[src/rtl/core101_fetch_pkg.sv]
// Shared definitions for the Core101 fetch stage: state encoding, instruction
// field positions (also used by decode), the buffer entry payload and the
// default reset PC.
package core101_fetch_pkg;

  localparam int unsigned FETCH_XLEN       = 32;
  localparam logic [31:0] RESET_PC_DEFAULT = 32'h0000_0000;

  // Instruction field positions, shared with the decode unit
  localparam int unsigned OPCODE_LSB = 0;
  localparam int unsigned OPCODE_W   = 7;
  localparam int unsigned FUNCT3_LSB = 12;
  localparam int unsigned FUNCT3_W   = 3;
  localparam int unsigned FUNCT7_LSB = 25;
  localparam int unsigned FUNCT7_W   = 7;

  typedef enum logic {
    S_REQ  = 1'b0,
    S_WAIT = 1'b1
  } fetch_state_e;

  // One buffered instruction with the PC it was fetched from
  typedef struct packed {
    logic [FETCH_XLEN-1:0] pc;
    logic [FETCH_XLEN-1:0] ins;
  } fetch_entry_t;

endpackage

[src/rtl/fetch_buffer.sv]
// Synchronous FIFO of {pc, ins} entries between fetch and decode.
// Ports:
//   clk_in, rst_in      clock, synchronous active-high reset
//   push_in/entry_in    write one entry (ignored when full)
//   pop_in              drop the head entry (ignored when empty)
//   flush_in            empty the FIFO; dominates push/pop
//   count_out           number of valid entries
//   head_out            oldest entry (all-zero after reset)
module fetch_buffer
  import core101_fetch_pkg::*;
#(
  parameter int unsigned BUF_DEPTH = 2,
  localparam int unsigned PTR_W = (BUF_DEPTH > 1) ? $clog2(BUF_DEPTH) : 1,
  localparam int unsigned CNT_W = $clog2(BUF_DEPTH + 1)
) (
  input  logic             clk_in,
  input  logic             rst_in,
  input  logic             push_in,
  input  fetch_entry_t     entry_in,
  input  logic             pop_in,
  input  logic             flush_in,
  output logic [CNT_W-1:0] count_out,
  output fetch_entry_t     head_out
);

  fetch_entry_t     entries_q [BUF_DEPTH];
  fetch_entry_t     entries_d [BUF_DEPTH];
  logic [PTR_W-1:0] wr_ptr_q, wr_ptr_d;
  logic [PTR_W-1:0] rd_ptr_q, rd_ptr_d;
  logic [CNT_W-1:0] count_q, count_d;
  logic             do_push;
  logic             do_pop;

  // Circular pointer advance with wrap at BUF_DEPTH
  function automatic logic [PTR_W-1:0] next_ptr(input logic [PTR_W-1:0] p);
    if (p == PTR_W'(BUF_DEPTH - 1)) return '0;
    return p + PTR_W'(1);
  endfunction

  assign do_push = push_in && (count_q != CNT_W'(BUF_DEPTH));
  assign do_pop  = pop_in && (count_q != '0);

  // Next-state for storage, pointers and occupancy
  always_comb begin
    entries_d = entries_q;
    wr_ptr_d  = wr_ptr_q;
    rd_ptr_d  = rd_ptr_q;
    count_d   = count_q;
    if (flush_in) begin
      wr_ptr_d = '0;
      rd_ptr_d = '0;
      count_d  = '0;
    end else begin
      if (do_push) begin
        entries_d[wr_ptr_q] = entry_in;
        wr_ptr_d            = next_ptr(wr_ptr_q);
      end
      if (do_pop) begin
        rd_ptr_d = next_ptr(rd_ptr_q);
      end
      if (do_push && !do_pop) begin
        count_d = count_q + CNT_W'(1);
      end else if (!do_push && do_pop) begin
        count_d = count_q - CNT_W'(1);
      end
    end
  end

  always_ff @(posedge clk_in) begin
    if (rst_in) begin
      entries_q <= '{default: '0};
      wr_ptr_q  <= '0;
      rd_ptr_q  <= '0;
      count_q   <= '0;
    end else begin
      entries_q <= entries_d;
      wr_ptr_q  <= wr_ptr_d;
      rd_ptr_q  <= rd_ptr_d;
      count_q   <= count_d;
    end
  end

  assign count_out = count_q;
  assign head_out  = entries_q[rd_ptr_q];

endmodule

[src/rtl/fetch_unit.sv]
// Core101 instruction fetch stage. Issues one word-aligned request at a time
// to instruction memory, buffers returned words with their PCs and presents
// the head to decode with opcode/funct3/funct7 pre-sliced. A redirect flushes
// the buffer and squashes any response still owed by memory.
// Ports:
//   clk_in, rst_in                 clock, synchronous active-high reset
//   fet_mem_req_valid/ready/addr   memory request handshake
//   fet_mem_rsp_valid/data         memory response (>=1 cycle after accept)
//   fet_redirect_in/pc_in          jump/branch redirect from execute
//   fet_ins_valid/ready            decode handshake
//   fet_ins/pc/opcode/funct3/funct7  head instruction and its fields
module fetch_unit
  import core101_fetch_pkg::*;
#(
  parameter int unsigned XLEN      = 32,
  parameter logic [31:0] RESET_PC  = RESET_PC_DEFAULT,
  parameter int unsigned BUF_DEPTH = 2
) (
  input  logic            clk_in,
  input  logic            rst_in,
  output logic            fet_mem_req_valid_out,
  input  logic            fet_mem_req_ready_in,
  output logic [XLEN-1:0] fet_mem_addr_out,
  input  logic            fet_mem_rsp_valid_in,
  input  logic [XLEN-1:0] fet_mem_rsp_data_in,
  input  logic            fet_redirect_in,
  input  logic [XLEN-1:0] fet_redirect_pc_in,
  output logic            fet_ins_valid_out,
  input  logic            fet_ins_ready_in,
  output logic [XLEN-1:0] fet_ins_out,
  output logic [XLEN-1:0] fet_pc_out,
  output logic [6:0]      fet_opcode_out,
  output logic [2:0]      fet_funct3_out,
  output logic [6:0]      fet_funct7_out
);

  localparam int unsigned CNT_W = $clog2(BUF_DEPTH + 1);

  fetch_state_e     state_q, state_d;
  logic [XLEN-1:0]  fetch_pc_q, fetch_pc_d;
  logic [XLEN-1:0]  req_pc_q, req_pc_d;
  logic             drop_q, drop_d;

  logic [CNT_W-1:0] count;
  fetch_entry_t     head;
  fetch_entry_t     push_entry;
  logic             req_valid;
  logic             accept;
  logic             rsp_take;
  logic             ins_valid;
  logic             push;
  logic             pop;
  logic             unused_redirect_lsbs;

  // Target is always word-aligned; the low bits are don't-care
  assign unused_redirect_lsbs = ^fet_redirect_pc_in[1:0];

  // Handshake qualifiers; redirect and reset withdraw both valids
  assign req_valid = (state_q == S_REQ) && (count < CNT_W'(BUF_DEPTH))
                     && !fet_redirect_in && !rst_in;
  assign accept    = req_valid && fet_mem_req_ready_in;
  assign rsp_take  = (state_q == S_WAIT) && fet_mem_rsp_valid_in;
  assign ins_valid = (count != '0) && !fet_redirect_in && !rst_in;
  assign pop       = ins_valid && fet_ins_ready_in;
  assign push      = rsp_take && !drop_q && !fet_redirect_in;
  assign push_entry = '{pc: req_pc_q, ins: fet_mem_rsp_data_in};

  fetch_buffer #(
    .BUF_DEPTH (BUF_DEPTH)
  ) u_buf (
    .clk_in    (clk_in),
    .rst_in    (rst_in),
    .push_in   (push),
    .entry_in  (push_entry),
    .pop_in    (pop),
    .flush_in  (fet_redirect_in),
    .count_out (count),
    .head_out  (head)
  );

  // Request FSM and PC tracking; redirect takes priority over everything
  always_comb begin
    state_d    = state_q;
    fetch_pc_d = fetch_pc_q;
    req_pc_d   = req_pc_q;
    drop_d     = drop_q;
    if (fet_redirect_in) begin
      fetch_pc_d = {fet_redirect_pc_in[XLEN-1:2], 2'b00};
      if ((state_q == S_WAIT) && !fet_mem_rsp_valid_in) begin
        // Memory still owes a word for the old path; swallow it when it lands
        drop_d = 1'b1;
      end else begin
        state_d = S_REQ;
        drop_d  = 1'b0;
      end
    end else begin
      case (state_q)
        S_REQ: begin
          if (accept) begin
            req_pc_d   = fetch_pc_q;
            fetch_pc_d = fetch_pc_q + XLEN'(4);
            state_d    = S_WAIT;
          end
        end
        S_WAIT: begin
          if (rsp_take) begin
            state_d = S_REQ;
            drop_d  = 1'b0;
          end
        end
        default: state_d = S_REQ;
      endcase
    end
  end

  always_ff @(posedge clk_in) begin
    if (rst_in) begin
      state_q    <= S_REQ;
      fetch_pc_q <= RESET_PC;
      req_pc_q   <= '0;
      drop_q     <= 1'b0;
    end else begin
      state_q    <= state_d;
      fetch_pc_q <= fetch_pc_d;
      req_pc_q   <= req_pc_d;
      drop_q     <= drop_d;
    end
  end

  assign fet_mem_req_valid_out = req_valid;
  assign fet_mem_addr_out      = fetch_pc_q;
  assign fet_ins_valid_out     = ins_valid;
  assign fet_ins_out           = head.ins;
  assign fet_pc_out            = head.pc;
  assign fet_opcode_out        = head.ins[OPCODE_LSB +: OPCODE_W];
  assign fet_funct3_out        = head.ins[FUNCT3_LSB +: FUNCT3_W];
  assign fet_funct7_out        = head.ins[FUNCT7_LSB +: FUNCT7_W];

endmodule

[config.mk]
export PLATFORM = sky130hd
export DESIGN_NAME = fetch_unit
export DESIGN_NICKNAME = d
export VERILOG_FILES = /design/src/rtl/core101_fetch_pkg.sv /design/src/rtl/fetch_buffer.sv /design/src/rtl/fetch_unit.sv
export SDC_FILE = /design/constraint.sdc
export NUM_CORES = 1
export LEC_CHECK = 0
export BUFFER_PORTS_ARGS = -buffer_cell sky130_fd_sc_hd__buf_2
export CELL_PAD_IN_SITES_DETAIL_PLACEMENT = 1
export CELL_PAD_IN_SITES_GLOBAL_PLACEMENT = 1
export CORE_MARGIN = 2
export CORE_UTILIZATION = 25
export CTS_CLUSTER_DIAMETER = 50
export DETAILED_ROUTE_END_ITERATION = 12
export HOLD_SLACK_MARGIN = 0.05
export PLACE_DENSITY = 0.66
export RECOVER_POWER = 25
export SYNTH_ARGS = -nofsm -noshare
export SYNTH_HDL_FRONTEND = slang
export SYNTH_SLANG_ARGS = --single-unit
[constraint.sdc]
create_clock -name clk_in -period 1.9 [get_ports clk_in]
set_input_delay 0 -clock clk_in [delete_from_list [all_inputs] [get_ports clk_in]]
set_output_delay 0 -clock clk_in [all_outputs]
set_load 0.005 [all_outputs]
# Yosys cells after proc, flatten, opt, wreduce, memory -nomap -nowiden
# Index checks and enable logic that the tools add are counted.
[totals] register_bits=198 inputBits=70
[op_classes] add_sub_neg=5 order_cmp=4 n_eq_ne=3 n_mux=30 bitwise=4 reduce_logical=33
[ops] operator="64-bit two-way mux" n=4
[ops] operator="128-bit bitwise mux" n=1
[ops] operator="32-bit two-way mux" n=3
[ops] operator="64-bit demux with 1-bit select" n=1
[ops] operator="32-bit by 3-bit adder with 32-bit output (second input constant)" n=1
[ops] operator="1-bit two-way mux" n=18
[ops] operator="1-bit logical AND" n=16
[ops] operator="2-bit nonzero test" n=5
[ops] operator="2-bit AND reduction" n=4
[ops] operator="1-bit zero test" n=6
[ops] operator="2-bit inequality test (second input constant)" n=3
[ops] operator="2-bit greater-or-equal comparator (second input constant)" n=2
[ops] operator="2-bit two-way mux" n=2
[ops] operator="1-bit NOT with 2-bit output" n=2
[ops] operator="3-bit AND reduction" n=1
[ops] operator="1-bit adder (second input constant)" n=2
[ops] operator="2-bit by 1-bit adder with 2-bit output (second input constant)" n=1
[ops] operator="2-bit by 1-bit less-than comparator with 1-bit output (second input constant)" n=1
[ops] operator="2-bit less-than comparator (second input constant)" n=1
[ops] operator="1-bit NOT" n=2
[ops] operator="1-bit one-hot mux with 2 select lines" n=1
[ops] operator="2-bit OR reduction" n=1
[ops] operator="2-bit by 1-bit subtractor with 2-bit output (second input constant)" n=1

# Logic depth before layout (Yosys ltp)
# Gate-level depths: netlist of the first run.
[depth] word_depth=8 mapped_depth=9 depth_no_buf=7

# By module
# Synthesis of the first run repeated with hierarchy kept, for this count alone.
[hier_totals] cells_unflattened=987 hier_area_um2=9542.9
[by_module_without_submodules] mod="fetch_buffer" n_inst=1 cells_per_inst=580 area_each_um2=6292.3
[by_module_without_submodules] mod="fetch_unit" n_inst=1 cells_per_inst=407 area_each_um2=3250.6

# Worst setup path after synthesis of the first run
# No wires, ideal clock.
[synth_path] path_kind="register -> register" start="reg fetch_pc_q[2], in the netlist fet_mem_addr_out[2]" end="reg fetch_pc_q[28], in the netlist fet_mem_addr_out[28]" arrival_time_ns=1.995 t_required_ns=1.809 setup_slack_ns=-0.186 stages_incl_launch_ff=7 path_buffers=1 period_less_slack_ns=2.086 path_cell_list="dfxtp_1 ha_1 nand2_1 or4_1 clkbuf_2 or4_1 a311oi_1"
[synth_between] elab_chain_len=4
[synth_rtl] element="from (decl)" line="fetch_unit.sv:40" rtl="logic [XLEN-1:0] fetch_pc_q, fetch_pc_d;"
[synth_rtl] element="from (signal assigned)" line="fetch_unit.sv:124" rtl="fetch_pc_q <= fetch_pc_d;"
[synth_rtl] element="32-bit by 3-bit adder with 32-bit output" line="fetch_unit.sv:101" rtl="fetch_pc_d = fetch_pc_q + XLEN'(4);"
[synth_rtl] element="32-bit two-way mux" line="fetch_unit.sv:99" rtl="if (accept) begin"
[synth_rtl] element="32-bit two-way mux" line="fetch_unit.sv:97" rtl="case (state_q)"
[synth_rtl] element="32-bit two-way mux" line="fetch_unit.sv:87" rtl="if (fet_redirect_in) begin"
# No other way between the ends. The select of a mux whose other input is x is not followed.
# A chain may end at the register's enable or synchronous reset.

# Worst setup path after layout of the first run
[layout_path] start="reg state_q" end="reg fetch_pc_q[11], in the netlist fet_mem_addr_out[11]"
[layout_between] elab_chain_len=7 word_cells_on_any_way=8
[layout_rtl] element="from (decl)" line="fetch_unit.sv:39" rtl="fetch_state_e state_q, state_d;"
[layout_rtl] element="from (signal assigned)" line="fetch_unit.sv:123" rtl="state_q <= state_d;"
[layout_rtl] element="1-bit NOT (no line)"
[layout_rtl] element="1-bit logical AND" line="fetch_unit.sv:59" rtl="assign req_valid = (state_q == S_REQ) && (count < CNT_W'(BUF_DEPTH))"
[layout_rtl] element="1-bit logical AND (2 in a row)" line="fetch_unit.sv:60" rtl="&& !fet_redirect_in && !rst_in;"
[layout_rtl] element="1-bit logical AND" line="fetch_unit.sv:61" rtl="assign accept = req_valid && fet_mem_req_ready_in;"
[layout_rtl] element="2-bit nonzero test (no line)"
[layout_rtl] element="2-bit AND reduction (no line) *"
# Mark *: on every way between the ends. The rest lies on a longest branch, timed or not.

==> metrics.cfg, run 1 <==
[run_status]
status = finished, final reports clean

[yosys]
ys_warn_count = 0
synthAdderAreaFrac_pct = 0.300
yosysMostFrequentCell = nand2_1
synthTopCellsByCount = 340 x nand2_1, 190 x dfxtp_1, 164 x a21oi_1
async_flop_share_pct = 0
yosysTopAreaCell = dfxtp_1
yosysSeqAreaShare_pct = 45.6
synthXorXnorAreaFrac_pct = 1.05
synth-edff-count = 0
post_synth_num_cell_types = 61
syn_area_mm2 = 0.00833
synth_top_family_by_area = simple AND/OR/NAND/NOR gates
avgSynthCellArea_um2 = 7.97
synth_compound_area_share_pct = 14.7
synthCells = 1045
netlist_top_cells_area = dfxtp_1 46%, nand2_1 15%, a21oi_1 9.8%
ys_seq_elements = 190
yosysTopAreaCellShare_pct = 45.6
synth-main-ff-cell = dfxtp_1
synth_mux_area_share_pct = 8.38
synth-simple-area-share_pct = 24.1

[floorplan]
die_h_um = 187
boundaryPins = 185
rows = 66
dieArea_mm2 = 0.0348
fp.dieW_um = 187
core_mm2 = 0.0327
start_util_pct = 25.5

[layout]
final_nets = 1363
fillers = 3964
drive_gt1_share_pct = 27.4
area_growth_pct = 36.8
instances_no_fill = 1747

[global_route]
grt_pass1_wl_mm = 46.9
grt_max_degree = 190
track_usage_pct = 17.0
grt_pass1_vias = 8403
overflow = 0
antenna_found_initial = 1

[clock_network]
clk_latency_ns = 0.44
numCtsBuffers = 17
cts_tree = built
clock_sinks = 190
cts_root_buffer = clkbuf_16
path_clk_slew_ns = 0.08
clk_path_buf_depth = 2
cts_max_level = 4

[routing]
routed_wl_mm = 29.6
viasPerCell = 4.67
dr.pass1.iters = 4
drc = 0
routedWlPerCell_um = 16.9
antenna_left = 0
drt_iter0_drc = 380
vias = 8163

[power_and_ir_drop]
leakage_uw = 0.00439
power_density_mw_per_mm2 = 754
finalPower_uw = 8590
max-vdd-ir-drop_mv = 0.623

[critical_path]
critPathLaunchType = flip-flop
reg2reg_depth = 6
cp_cell_sequence = or4_4 -> inv_8 -> buf_4 -> nand3_4 -> or4b_4 -> a31oi_1
crit_slowest_cell = or4_4
cp.arrival_ns = 2.27
cp_data_required_time_ns = 2.27
reg2reg_setup_slack_ns = 0.002
critPathMaxFanout = 6
end_kind = flip-flop
rr_endpoint = fet_mem_addr_out[11]
max_stage_delay_ns = 0.55
crit_type = reg -> reg
worstReg2RegStart = state_q

[placed_design]
port_buffers = 178
dp_hpwl_mm = 19.9
dpl.cell_count = 1645
place_ws_ns = -0.0748
place_congestion = 0.811

[timing]
rsz0062_at_grt = true
hold_violations = 0
min_period_over_period_pct = 99.9
finalSetupViolCount = 0
slew-limit-headroom_pct = 40.2
layout_min_cycle_time_ns = 1.90
worst_slew_pin_slew_ns = 0.897
clock.fmax_mhz = 527
skew_ns = 0.0122
timing.final.ws_setup_ns = 0.00186
setup_tns_ns = 0
maxSlewViolCount = 0

[worst_hold_path]
whs_path_depth = 5
hp-class = in -> reg
worstHoldEndpoint = u_buf.rd_ptr_q
hp-start = rst_in

[flow_run]
max_cap_viol_count = 0

## how the worst max path moves through the flow
stage | from | end | cells past startpoint
after floorplan | fet_mem_addr_out[3] | fet_mem_addr_out[28] | 6
after global placement | fet_mem_addr_out[3] | fet_mem_addr_out[28] | 5
after detailed placement | fet_mem_addr_out[3] | fet_mem_addr_out[28] | 5
after CTS | state_q | fet_mem_addr_out[20] | 6
after global routing | state_q | fet_mem_addr_out[27] | 6
final | state_q | fet_mem_addr_out[11] | 6
## layout make-up
type | instances | area [um^2] | share of cell area [%]
Inverter | 8 | 37.5 | 0.329
Clock buffer | 18 | 429 | 3.77
Sequential cell | 190 | 3820 | 33.5
Timing Repair Buffer | 323 | 2210 | 19.4
Tap cell | 442 | 553 | 4.85
Multi-Input combinational cell | 751 | 4170 | 36.6
Antenna cell | 1 | 2.50 | 0.0220
Clock inverter | 14 | 174 | 1.53
## registers in the layout (all words and copies together) (netlist names)
name	cells
u_buf.entries_q	124
state_q	1
req_pc_q	30
fet_mem_addr_out	30
u_buf.rd_ptr_q	1
u_buf.wr_ptr_q	1
u_buf.count_out	2
drop_q	1
## power breakdown
group / internal [uW] / switching, uW / total, uW
Clock: 2000 / 1760 / 3770
Sequential: 4040 / 54.1 / 4090
Combinational: 330 / 400 / 730
Total: 6370 / 2220 / 8590
## layer usage
| layer | wire (um) | vias to the layer above | track usage (%) |
|---|---|---|---|
| met5 | 0 | - | 0 |
| met4 | 449 | 0 | 5.13 |
| met3 | 1090 | 24 | 3.07 |
| met2 | 14700 | 142 | 29.7 |
| met1 | 13400 | 3954 | 21.2 |
| li1 | - | 4043 | - |
## cell usage in the layout, fill, tap and decap left out, types with 6 or more instances in the layout
| master | count |
|---|---|
| clkbuf_16 | 17 |
| nand2_1 | 338 |
| clkbuf_1 | 26 |
| and3_1 | 7 |
| dlygate4sd3_1 | 67 |
| xor2_1 | 8 |
| or4_1 | 6 |
| buf_2 | 166 |
| dfxtp_1 | 184 |
| nand3_1 | 10 |
| a31oi_1 | 8 |
| a211oi_1 | 7 |
| nand4_1 | 12 |
| buf_4 | 50 |
| nor2_1 | 18 |
| o21ai_0 | 8 |
| inv_1 | 7 |
| mux2_2 | 60 |
| buf_6 | 7 |
| or3_1 | 9 |
| a21oi_1 | 164 |
| buf_12 | 8 |
## critical path, delay by kind of cell (launching register included)
| family | cells | cell delay, ns |
|---|---|---|
| compound gates | 1 | 0.14 |
| buf+inv | 2 | 0.24 |
| flops | 1 | 0.34 |
| simple gates | 3 | 1.11 |
## stage by stage
step           cell area (um^2)  utilization (%)  hold slack, ns
3_3_place_gp              10100             30.8           0.224
5_1_grt                   11400             34.8           0.119
4_1_cts                   11400             34.8          0.0556
3_5_place_dp              10100             30.8           0.232
6_report                  11400             34.9          0.0788
2_1_floorplan              8400                -           0.109
## kinds of logic after synthesis
| logic type | after synthesis |
|---|---|
| xor+xnor | 10 |
| flops | 190 |
| fa+ha+maj | 2 |
| other cells | 1 |
| buf+inv | 107 |
| mux | 62 |
| simple gates | 455 |
| compound gates | 218 |
## timing repair
item | CTS | global route
cloned | 0 | 0
setup buffers | 1 | 1
endpoints found under the hold margin | 98 | 0
gates resized for setup | 8 | 22
hold buffers | 67 | 0
pin swaps | 5 | 4
setup endpoints to repair | 8 | 36
No activity file was read; power rests on OpenSTA's default activity.
==> run 2: changes to the inputs <==
Settings changed: ABC_AREA from default to 1, PLACE_DENSITY 0.66 to 0.67.
Clock period 1.9 ns to 1.54 ns, I/O delays scaled along.
==> metrics.cfg, run 2 <==
[routing]
routedWlPerCell_um = 17.1
viasPerCell = 4.63
drc = 0
drt_iter0_drc = 429
antenna_left = 0
vias = 9282
dr.pass1.iters = 5
routed_wl_mm = 34.4

[floorplan]
dieArea_mm2 = 0.0365
die_h_um = 191
rows = 68
core_mm2 = 0.0345
fp.dieW_um = 191
boundaryPins = 185
start_util_pct = 25.3

[yosys]
avgSynthCellArea_um2 = 7.06
post_synth_num_cell_types = 41
synth-simple-area-share_pct = 26.8
yosysTopAreaCellShare_pct = 43.5
synthCells = 1239
synth_top_family_by_area = simple AND/OR/NAND/NOR gates
synthTopCellsByCount = 318 x nand2_1, 190 x dfxtp_1, 180 x nor2_1
synth_compound_area_share_pct = 17.8
netlist_top_cells_area = dfxtp_1 43%, nand2_1 14%, nor2_1 7.7%
yosysTopAreaCell = dfxtp_1
yosysMostFrequentCell = nand2_1
synth-edff-count = 0
synth-main-ff-cell = dfxtp_1
async_flop_share_pct = 0
synth_mux_area_share_pct = 0
syn_area_mm2 = 0.00875
ys_warn_count = 0
synthXorXnorAreaFrac_pct = 0.601
synthAdderAreaFrac_pct = 0.286
ys_seq_elements = 190
yosysSeqAreaShare_pct = 43.5

[placed_design]
port_buffers = 178
dp_hpwl_mm = 20.1
dpl.cell_count = 1866
place_congestion = 0.805
place_ws_ns = -0.0818

[global_route]
antenna_found_initial = 0
grt_pass1_wl_mm = 48.5
grt_max_degree = 48
grt_pass1_vias = 9102
track_usage_pct = 16.9
overflow = 0

[clock_network]
path_clk_slew_ns = 0.07
cts_root_buffer = clkbuf_16
clock_sinks = 190
cts_tree = built
clk_latency_ns = 0.44
cts_max_level = 4
numCtsBuffers = 17
clk_path_buf_depth = 2

[layout]
largest_register_ffs = 124
utilization_pct = 38.4
final_common_cell = nand2_1
antenna_cells = 0
fillers = 4206
instances_no_fill = 2004
final-seq-area_mm2 = 0.00384
area_growth_pct = 51.6
multi_input_area_mm2 = 0.00469
drive_gt1_share_pct = 35.3
top_register = u_buf.entries_q
layout_common_cells = 306 x nand2_1, 177 x buf_2, 173 x dfxtp_1
final_nets = 1608

[timing]
skew_ns = 0.0109
finalSetupViolCount = 11
rsz0062_at_grt = true
hold_violations = 0
maxSlewViolCount = 0
timing.final.ws_setup_ns = -0.0611
layout_min_cycle_time_ns = 1.60
clock.fmax_mhz = 625
min_period_over_period_pct = 104

[power_and_ir_drop]
power_density_mw_per_mm2 = 841
max-vdd-ir-drop_mv = 0.792
leakage_uw = 0.00593

[worst_hold_path]
hp-class = in -> reg

[critical_path]
cp.arrival_ns = 1.92
end_kind = flip-flop
critPathLaunchType = flip-flop
crit_type = reg -> reg
cp_data_required_time_ns = 1.86
critPathMaxFanout = 11

[run_status]
status = finished, violations left
violations = negative setup slack

[flow_run]
max_cap_viol_count = 0

## run 2: cell types whose count changed after synthesis, sizes merged, moves of 11 or more
cell | before | now
nand2 | 340 | 324
clkbuf | 70 | 39
nand3 | 13 | 32
or3 | 11 | 0
a21oi | 164 | 94
nor2 | 19 | 186
buf | 29 | 58
o21ai | 9 | 161
or4 | 11 | 0
inv | 8 | 93
mux2 | 62 | 0
## run 2: critical path, stage by stage, from the launching register on
cell and delay, ns:
dfxtp_4 0.37, buf_6 0.10, nand2_2 0.05, nand2_2 0.09, inv_2 0.07, buf_6 0.12
nand2_8 0.17, clkinv_16 0.11, buf_16 0.17, o21ai_2 0.16, a21oi_1 0.08
## run 2: kinds of logic after synthesis
logic type                 Yosys count
AOI/OAI and AO/OA                  281
xor gates and xnor gates             6
adders and majority gates            2
buffers and inverters              192
DFF                                190
other                                1
and+or+nand+nor                    567
## run 2: per-layer routing
layer | GRT usage, % | wire (um) | vias up
met2 | 28.4 | 16600 | 184
met3 | 3.01 | 1210 | 43
met1 | 21.9 | 15800 | 4511
met5 | 0 | 0 | -
li1 | - | - | 4544
met4 | 5.24 | 757 | 0
## run 2: power by group
part | switching (uW) | internal [uW] | total, uW
logic | 684 | 586 | 1270
registers | 92.3 | 5040 | 5130
clock network | 2110 | 2650 | 4760
total | 2890 | 8270 | 11200
## run 2: path summary, 6_finish.rpt
| path | end | cells past startpoint | slack (ns) | startpoint |
|---|---|---|---|---|
| setup / recovery | u_buf.entries_q[46] | 10 | -0.06 | u_buf.count_out[1] |
| hold / removal | u_buf.rd_ptr_q | 5 | 0.09 | rst_in |
| setup reg to reg | u_buf.entries_q[46] | 10 | -0.06 | u_buf.count_out[1] |
| hold reg to reg | u_buf.entries_q[14] | 2 | 0.49 | u_buf.entries_q[14] |
## run 2: layout make-up
class / count / area share [%]
clock buffer: 19 / 3.34
clock inverter: 13 / 1.33
inverter: 95 / 2.97
multi-input combinational: 860 / 35.4
sequential: 190 / 29.0
tap: 455 / 4.29
timing repair buffer: 371 / 23.6
timing repair inverter: 1 / 0.123
## run 2: stage by stage
step / instance area (um^2) / TNS [ns] / total power, uW / hold WS [ns]
floorplan: 8760 / 0 / 5730 / 0.135
global placement: 10500 / -0.0145 / 6190 / 0.237
detailed placement: 10500 / -1.90 / 6210 / 0.242
CTS: 12200 / -1.97 / 11200 / 0.0731
global route: 13300 / -7.63 / 11600 / 0.0878
finish: 13300 / -0.180 / 11200 / 0.0885
## run 2: timing repair
| action | in CTS | in global routing |
|---|---|---|
| hold buffers | 68 | 0 |
| setup endpoints to repair | 108 | 182 |
| hold endpoints to repair | 99 | 0 |
| cloned | 6 | 18 |
| setup buffers | 9 | 8 |
| pin swaps | 4 | 38 |
| resized for setup | 43 | 242 |
==> run 3: changes to the inputs <==
Settings changed: PLACE_DENSITY 0.67 to 0.64.
Clock period 1.54 ns to 1.9 ns, I/O delays scaled along.
==> metrics.cfg, run 3 (synthesized netlist as in run 2, its figures left out) <==
[critical_path]
worst-path-buf-inv = 3
critPathLaunchType = flip-flop
cp_cell_sequence = inv_1 -> clkbuf_4 -> o21ai_0 -> a21oi_1 -> dlygate4sd3_1
cp.arrival_ns = 2.09
worstReg2RegStart = u_buf.rd_ptr_q
crit_type = reg -> reg
critPathMaxFanout = 34
crit_slowest_cell = dlygate4sd3_1
worstSetupStartpoint = u_buf.rd_ptr_q
end_kind = flip-flop
cp_data_required_time_ns = 2.23
max_stage_delay_ns = 0.58
critical-path-top-delay-family = buffers and inverters

[power_and_ir_drop]
finalPower_uw = 8600
max-vdd-ir-drop_mv = 0.640
power_density_mw_per_mm2 = 771
leakage_uw = 0.00503

[floorplan]
start_util_pct = 25.3
core_mm2 = 0.0345
rows = 68
die_h_um = 191
fp.dieW_um = 191
boundaryPins = 185
dieArea_mm2 = 0.0365

[timing]
layout_min_cycle_time_ns = 1.75
skew_ns = 0.0148
setup_tns_ns = 0
finalSetupViolCount = 0
worst_slew_pin_slew_ns = 0.722
rsz0062_at_grt = false
clock.fmax_mhz = 570
slew-limit-headroom_pct = 51.8
min_period_over_period_pct = 92.3
timing.final.ws_setup_ns = 0.147
hold_violations = 0
maxSlewViolCount = 0

[clock_network]
clk_path_buf_depth = 2
cts_tree = built
cts_root_buffer = clkbuf_16
cts-resized-gates = 0
path_clk_slew_ns = 0.07
numCtsBuffers = 17
cts_max_level = 4
clk_latency_ns = 0.45
clock_sinks = 190
post_cts.repair.setup_buffers = 0

[routing]
routedWlPerCell_um = 14.6
antenna_left = 0
drt_iter0_drc = 435
drc = 0
dr.pass1.iters = 4
vias = 8545
viasPerCell = 4.47
routed_wl_mm = 27.8

[layout]
final_nets = 1513
area_growth_pct = 27.4
top_register = u_buf.entries_q
stdcell_area_mm2 = 0.0111
utilization_pct = 32.3
layout_common_cells = 318 x nand2_1, 190 x dfxtp_1, 180 x nor2_1
final_common_cell = nand2_1
largest_register_ffs = 124
fillers = 4368
drive_gt1_share_pct = 17.6

[global_route]
overflow = 0
grt_pass1_wl_mm = 44.5
grt_pass1_vias = 8391
track_usage_pct = 15.4
antenna_found_initial = 1
grt_max_degree = 156

[placed_design]
postPlaceCellArea_mm2 = 0.00993
place_congestion = 0.782
dp_hpwl_mm = 18.7
port_buffers = 178
place_ws_ns = 0.230

[worst_hold_path]
hp-start = fet_mem_rsp_data_in[24]
hp-class = in -> reg

[run_status]
status = finished, final reports clean

[flow_run]
max_cap_viol_count = 0

==> run 3: changes by cell type in the layout (fill, tap and decap cells not counted), moves of 12 or more <==
cell | previous run | this run
clkbuf_1 | 5 | 33
o21ai_0 | 37 | 75
nor2_2 | 34 | 1
nand2_1 | 306 | 318
nor2_1 | 115 | 180
clkbuf_16 | 29 | 17
o21ai_2 | 49 | 0
buf_4 | 73 | 16
nor2_4 | 36 | 4
dfxtp_1 | 173 | 190
buf_2 | 177 | 152
==> run 3: final cells by class <==
cell class              instances  area, um^2  area share, %
clock buffers                  18         429           3.85
clock inverters                14         159           1.43
well taps                     455         569           5.11
flip-flops and latches        190        3800           34.1
inverters                      95         363           3.25
diodes                          1        2.50         0.0224
multi-input cells             860        4000           35.9
repair buffers                277        1820           16.4
==> run 3: through the flow <==
stage,hold slack [ns],instances
5_1_grt,0.319,1910
6_report,0.325,1910
2_1_floorplan,0.135,1242
3_3_place_gp,0.239,1808
3_5_place_dp,0.246,1808
4_1_cts,0.304,1909
==> run 3: where the power goes <==
group / internal [uW] / switching (uW) / total (uW)
Sequential: 4080 / 83.3 / 4170
Clock: 1970 / 1690 / 3650
Combinational: 342 / 438 / 780
Total: 6390 / 2210 / 8600
==> run 3: path summary, 6_finish.rpt <==
check / endpoint / slack [ns] / cells after the start
setup / recovery: u_buf.rd_ptr_q / 0.15 / 5
hold / removal: u_buf.entries_q[88] / 0.33 / 4
setup reg to reg: u_buf.rd_ptr_q / 0.15 / 5
hold reg to reg: u_buf.entries_q[121] / 0.48 / 2
==> run 3: worst reg2reg max path, delay by kind of cell (launching register included) <==
family | cells | cell delay, ns
AOI/OAI and AO/OA | 2 | 0.31
buffers and inverters | 3 | 0.97
DFF | 1 | 0.36
==> run 3: repair_timing <==
action	in CTS	in global routing
hold endpoints to repair	102	0
hold buffers	69	0
endpoints found under the setup margin	0	0
==> run 3: layer usage <==
layer | global-route usage (%) | vias to the layer above | wire, um
li1 | - | 4337 | -
met3 | 2.92 | 20 | 939
met2 | 24.3 | 158 | 12500
met1 | 21.4 | 4030 | 14000
met5 | 0 | - | 0
met4 | 4.35 | 0 | 341
